===== src/rtl/clk_duty_monitor.sv =====
// Measures high/low/period of a divided clock in clk cycles and flags
// duty-cycle error, phase-counter saturation and a stuck input.
module clk_duty_monitor #(
  parameter int CW      = 8,
  parameter int TOL     = 0,
  parameter int TIMEOUT = 1000
) (
  input  logic          clk,
  input  logic          reset_L,
  input  logic          sig_in,
  output logic [CW-1:0] high_time,
  output logic [CW-1:0] low_time,
  output logic [CW:0]   period,
  output logic          meas_valid,
  output logic          duty_err,
  output logic          ovf,
  output logic          stuck,
  output logic [15:0]   meas_count
);

  typedef enum logic [1:0] {SYNC, IDLE, HIGH, LOW} state_t;

  localparam logic [CW-1:0] CNT_MAX = '1;
  localparam logic [15:0]   TO_LIM  = 16'(TIMEOUT);

  state_t        state, state_nxt;
  logic          sig_d;
  logic [CW-1:0] hi_cnt, lo_cnt, hi_nxt, lo_nxt;
  logic [15:0]   to_cnt;
  logic          rise, fall, any_edge, tmo, publish;
  logic [CW-1:0] diff;

  assign rise     = sig_in & ~sig_d;
  assign fall     = ~sig_in & sig_d;
  assign any_edge = rise | fall;
  // An edge in the same cycle as the limit always wins over the timeout.
  assign tmo      = ~any_edge && (to_cnt >= TO_LIM);
  assign diff     = (hi_cnt >= lo_cnt) ? (hi_cnt - lo_cnt) : (lo_cnt - hi_cnt);

  always_comb begin
    state_nxt = state;
    hi_nxt    = hi_cnt;
    lo_nxt    = lo_cnt;
    publish   = 1'b0;
    case (state)
      SYNC: state_nxt = IDLE;
      IDLE: if (rise) begin
        hi_nxt    = CW'(1);
        state_nxt = HIGH;
      end
      HIGH: if (fall) begin
        lo_nxt    = CW'(1);
        state_nxt = LOW;
      end else if (hi_cnt != CNT_MAX) begin
        hi_nxt = hi_cnt + CW'(1);
      end
      LOW: if (rise) begin
        publish   = 1'b1;
        hi_nxt    = CW'(1);
        state_nxt = HIGH;
      end else if (lo_cnt != CNT_MAX) begin
        lo_nxt = lo_cnt + CW'(1);
      end
      default: state_nxt = SYNC;
    endcase
    if (tmo) begin
      hi_nxt    = '0;
      lo_nxt    = '0;
      state_nxt = IDLE;
    end
  end

  always_ff @(posedge clk or negedge reset_L) begin
    if (!reset_L) begin
      state  <= SYNC;
      sig_d  <= 1'b0;
      hi_cnt <= '0;
      lo_cnt <= '0;
      to_cnt <= '0;
    end else begin
      state  <= state_nxt;
      sig_d  <= sig_in;
      hi_cnt <= hi_nxt;
      lo_cnt <= lo_nxt;
      if (any_edge)           to_cnt <= '0;
      else if (to_cnt != '1)  to_cnt <= to_cnt + 16'd1;
    end
  end

  // Published results hold across timeouts; only a new measurement moves them.
  always_ff @(posedge clk or negedge reset_L) begin
    if (!reset_L) begin
      high_time  <= '0;
      low_time   <= '0;
      period     <= '0;
      meas_valid <= 1'b0;
      duty_err   <= 1'b0;
      ovf        <= 1'b0;
      stuck      <= 1'b0;
      meas_count <= '0;
    end else begin
      meas_valid <= publish;
      if (publish) begin
        high_time  <= hi_cnt;
        low_time   <= lo_cnt;
        period     <= {1'b0, hi_cnt} + {1'b0, lo_cnt};
        duty_err   <= (32'(diff) > 32'(TOL));
        ovf        <= (hi_cnt == CNT_MAX) || (lo_cnt == CNT_MAX);
        meas_count <= meas_count + 16'd1;
      end
      if (rise)     stuck <= 1'b0;
      else if (tmo) stuck <= 1'b1;
    end
  end

endmodule


===== config.mk =====
export PLATFORM = sky130hd
export DESIGN_NAME = clk_duty_monitor
export DESIGN_NICKNAME = d
export VERILOG_FILES = /design/src/rtl/clk_duty_monitor.sv
export SDC_FILE = /design/constraint.sdc
export NUM_CORES = 1
export LEC_CHECK = 0
export ABC_AREA = 0
export BUFFER_PORTS_ARGS = -buffer_cell sky130_fd_sc_hd__buf_4
export CAP_MARGIN = 15
export CORE_MARGIN = 2
export CORE_UTILIZATION = 47
export DETAILED_ROUTE_END_ITERATION = 8
export PLACE_DENSITY = 0.66
export SETUP_SLACK_MARGIN = 0.02
export SYNTH_ARGS = -nofsm -noshare
export SYNTH_HDL_FRONTEND = slang
export SYNTH_SLANG_ARGS = --single-unit

===== constraint.sdc =====
create_clock -name clk -period 2.6 [get_ports clk]
set_input_delay 0.26 -clock clk [delete_from_list [all_inputs] [get_ports clk]]
set_output_delay 0.26 -clock clk [all_outputs]
set_load 0.01 [all_outputs]

==> flow_metrics.env <==
export IMPL_status="complete, no violations"
export IMPL_netlist_top_cell_by_area="dfrtp_1"
export IMPL_cp_required_ps=2860
export IMPL_timing_max_cap_violations=0
export IMPL_synth_xor_area_share_pct=6.86
export IMPL_viasPerCell=5.49
export IMPL_compound_gate_fraction_of_synth_area_pct=15.0
export IMPL_clkTransAtPathRegs_ps=90
export IMPL_clock_skew_final_ps=12.8
export IMPL_worst_slew_pin_slew_ps=653
export IMPL_die_area_sq_um=10600
export IMPL_design_area_sq_um=5410
export IMPL_syn_area_sq_um=4600
export IMPL_cts_post_setup_buffers_inserted=0
export IMPL_total_leakage_power_uw=0.00253
export IMPL_cts_buffers_inserted=9
export IMPL_power_per_cell_area_nw_per_um2=895
export IMPL_worst_hold_startpoint="sig_in"
export IMPL_dp_area_sq_um=5180
export IMPL_layout_area_seq_sq_um=2000
export IMPL_final_setup_violating_endpoints=0
export IMPL_hold_path_depth=1
export IMPL_fin_tns_setup_ps=0
export IMPL_cp_arrival_ps=2680
export IMPL_worstPathCellList="inv_1, ha_1, fa_1, nand2b_1, a21oi_1, o221ai_1, a21oi_1, nor4_1, a311oi_1"
export IMPL_endpoint_of_the_lowest_slack_register_to_register_path="duty_err"
export IMPL_final_weighted_congestion_in_routability_driven_placement=0.921
export IMPL_multi_input_combinational_cell_area_sq_um=2420
export IMPL_worst_r2r_path_depth=9
export IMPL_largest_net_degree_at_the_start_of_global_routing=49
export IMPL_reg_to_reg_critical_path_startpoint="hi_cnt[0]"
export IMPL_synth_simple_area_share_pct=20.4
export IMPL_p_int_uw=2950
export IMPL_min_period_over_period_pct=93.1
export IMPL_start_util_pct=47.7
export IMPL_seq_area_frac_synth_pct=43.5
export IMPL_grt_use_total_pct=21.9
export IMPL_critical_path_most_common_cell="a21oi_1"
export IMPL_diodes=0
export IMPL_global_route_wire_length_before_repair_mm=17.8
export IMPL_adder_cell_share_of_the_synthesized_area_pct=10.0
export IMPL_synth_top_flop_cell="dfrtp_1"
export IMPL_finalHoldViolations=0
export IMPL_detailedRoute_firstPassIterationCount=4
export IMPL_synth_avg_cell_area_sq_um=9.20
export IMPL_routed_wirelength_mm=11.0
export IMPL_slew_viol_final=0
export IMPL_die_width_um=103
export IMPL_min_delay_worst_endpoint="sig_d"
export IMPL_area_growth_syn_to_layout_pct=17.7
export IMPL_switching_share_pct=39.1
export IMPL_rsz_0062_raised_after_global_routing="no"
export IMPL_root_buffer="clkbuf_8"
export IMPL_fmax_ghz=0.413
export IMPL_post_route_drc_count=0
export IMPL_synthMuxAreaShare_pct=0.218
export IMPL_share_of_post_route_cells_with_drive_strength_above_1_pct=15.3
export IMPL_die_height_um=103
export IMPL_ios=48
export IMPL_power_sequential_fraction_pct=35.9
export IMPL_timing_reg2reg_setup_slack_ps=180
export IMPL_timing_critical_path_from_type="flop"
export IMPL_grt_ovfl_total=0
export IMPL_vias=3819
export IMPL_clock_insertion_delay_worst_skew_ps=360
export IMPL_yosys_register_bits=80
export IMPL_via_count_of_the_first_global_routing_pass=3430
export IMPL_first_iter_violations=242
export IMPL_worst_ir_drop_vdd_uv=323
export IMPL_htree_levels=3
export IMPL_final_core_utilization_pct=56.2
export IMPL_yosysWarnings=0
export IMPL_synthDistinctLibCells=52
export IMPL_critical_path_max_stage_delay_ps=440
export IMPL_synth_top_family_by_area="simple AND/OR/NAND/NOR gates"
export IMPL_critical_path_max_fanout=7
export IMPL_synthesis_nets=538
export IMPL_p_sw_uw=1900
export IMPL_std_cell_rows=36
export IMPL_crit_slowest_cell="dfrtp_2"
export IMPL_initial_antenna_violation_count=0
export IMPL_pwr_share_comb_pct=42.8
export IMPL_netlist_area_leader_share_pct=43.5
export IMPL_port_buffers=47
export IMPL_synthCells=500
export IMPL_synth_enable_flop_cells=0
export IMPL_post_synth_main_area_contributors="dfrtp_1 (44%), ha_1 (8.7%), xnor2_1 (5.0%)"
export IMPL_post_dp_hpwl_mm=8.14
export IMPL_core_area_sq_um=9640
export IMPL_nNetsFinal=596
export IMPL_fillers=893
export IMPL_worst_setup_path_type="flop to flop"
export IMPL_time_the_worst_path_needs_with_i_o_delays_and_setup_ps=2420
export IMPL_clkSinkCount=80
export IMPL_clock_power_share_pct=21.4
export IMPL_min_delay_path_class="input port to flop"
export IMPL_wl_per_cell_um=15.8
export IMPL_clock_tree_buffer_depth=2
export IMPL_cts_tree="built"
export IMPL_worst_setup_path_end_kind="flop"
export IMPL_drt_antenna_violating_nets=0
export IMPL_async_reset_ff_share_pct=100
export IMPL_slew_hr_pct=56.5
==> flip-flops by register name (all words and copies together) (netlist names) <==
register,flops
hi_cnt,8
meas_count,16
duty_err,1
state,2
to_cnt,16
period,9
low_time,8
stuck,1
high_time,8
sig_d,1
meas_valid,1
lo_cnt,8
ovf,1
==> cells by family (layout without fill, tap and decap cells) <==
| kind of cell | Yosys count | in the layout |
|---|---|---|
| AO/OA/AOI/OAI | 114 | 114 |
| XOR/XNOR | 36 | 36 |
| adder cells (fa/ha/maj) | 35 | 35 |
| flip-flops | 80 | 80 |
| AND/OR/NAND/NOR | 187 | 187 |
| multiplexers | 1 | 1 |
| buffers and inverters | 47 | 109 |
==> critical path, delay by kind of cell, from the launching register on <==
family                     cells  cell delay, ps
AOI/OAI and AO/OA              4             900
adders and majority gates      2             630
buffers and inverters          1             100
DFF                            1             440
and+or+nand+nor                2             260
==> power groups by stage <==
| stage | Combinational [uW] | Sequential, uW | Clock [uW] |
|---|---|---|---|
| 2_1_floorplan | 1230 | 1820 | 0 |
| 3_3_place_gp | 2070 | 1750 | 0 |
| 3_5_place_dp | 2060 | 1760 | 0 |
| 4_1_cts | 2070 | 1740 | 1050 |
| 5_1_grt | 2320 | 1780 | 1110 |
| 6_report | 2070 | 1740 | 1030 |
==> cells in the final DEF (no fill, tap or decap), types with 9 or more instances in the layout <==
cell      instances
nand3_1          21
xor2_1           10
a21oi_1          30
o21ai_0          44
dfrtp_1          78
xnor2_1          26
and3_1            9
nand4_1          13
buf_4            62
nor2_1           36
ha_1             32
clkbuf_8          9
inv_1            30
nand2_1          60
a31oi_1           9
==> synth_stat cells, types with 3 or more instances <==
master    count
xor2_1       10
or3_1         6
o21ai_0      44
o21bai_1      3
nor2b_1       4
inv_1        30
and4_1        4
and3_1        9
dfrtp_1      80
and2_1        6
nand2b_1      7
nand2_1      60
a211oi_1      4
a31oi_1       9
clkbuf_1     13
nand3_1      21
ha_1         32
fa_1          3
nor4_1        4
a21oi_1      30
nor3_1        7
nand4_1      13
xnor2_1      26
nor2_1       36
buf_2         3
==> stage by stage <==
step	hold slack [ps]	power (uW)	setup WS, ps	instances
floorplan	-35.6	3050	486	500
global placement	336	3820	304	679
detailed placement	344	3820	173	679
CTS	21.8	4860	158	695
global route	18.4	5210	33.8	695
finish	28.7	4850	180	695
==> final cells by class <==
class	count	area share (%)
Multi-Input combinational cell	373	44.6
Sequential cell	80	37.0
Timing Repair Buffer	64	9.15
Tap cell	133	3.07
Clock buffer	9	2.29
Inverter	30	2.08
Clock inverter	6	1.73
==> routing by layer <==
metal	GRT usage [%]	vias up	routed length, um
met2	31.9	101	4770
met4	6.98	0	119
met5	0	-	0
li1	-	1867	-
met3	2.71	11	483
met1	33.8	1840	5610
==> how the worst max path moves through the flow <==
stage	startpoint	endpoint	cells after the start
2_1_floorplan	hi_cnt[0]	duty_err	9
6_report	hi_cnt[0]	duty_err	9
3_5_place_dp	hi_cnt[0]	duty_err	9
3_3_place_gp	hi_cnt[0]	duty_err	9
5_1_grt	sig_d	lo_cnt[7]	7
4_1_cts	hi_cnt[0]	duty_err	9
==> timing repair <==
action | in CTS | in global routing
endpoints found under the setup margin | 0 | 2
gates resized for setup | 0 | 2
hold buffers | 1 | 0
endpoints found under the hold margin | 47 | 0
Note: power is estimated with default switching activity, not from simulation.
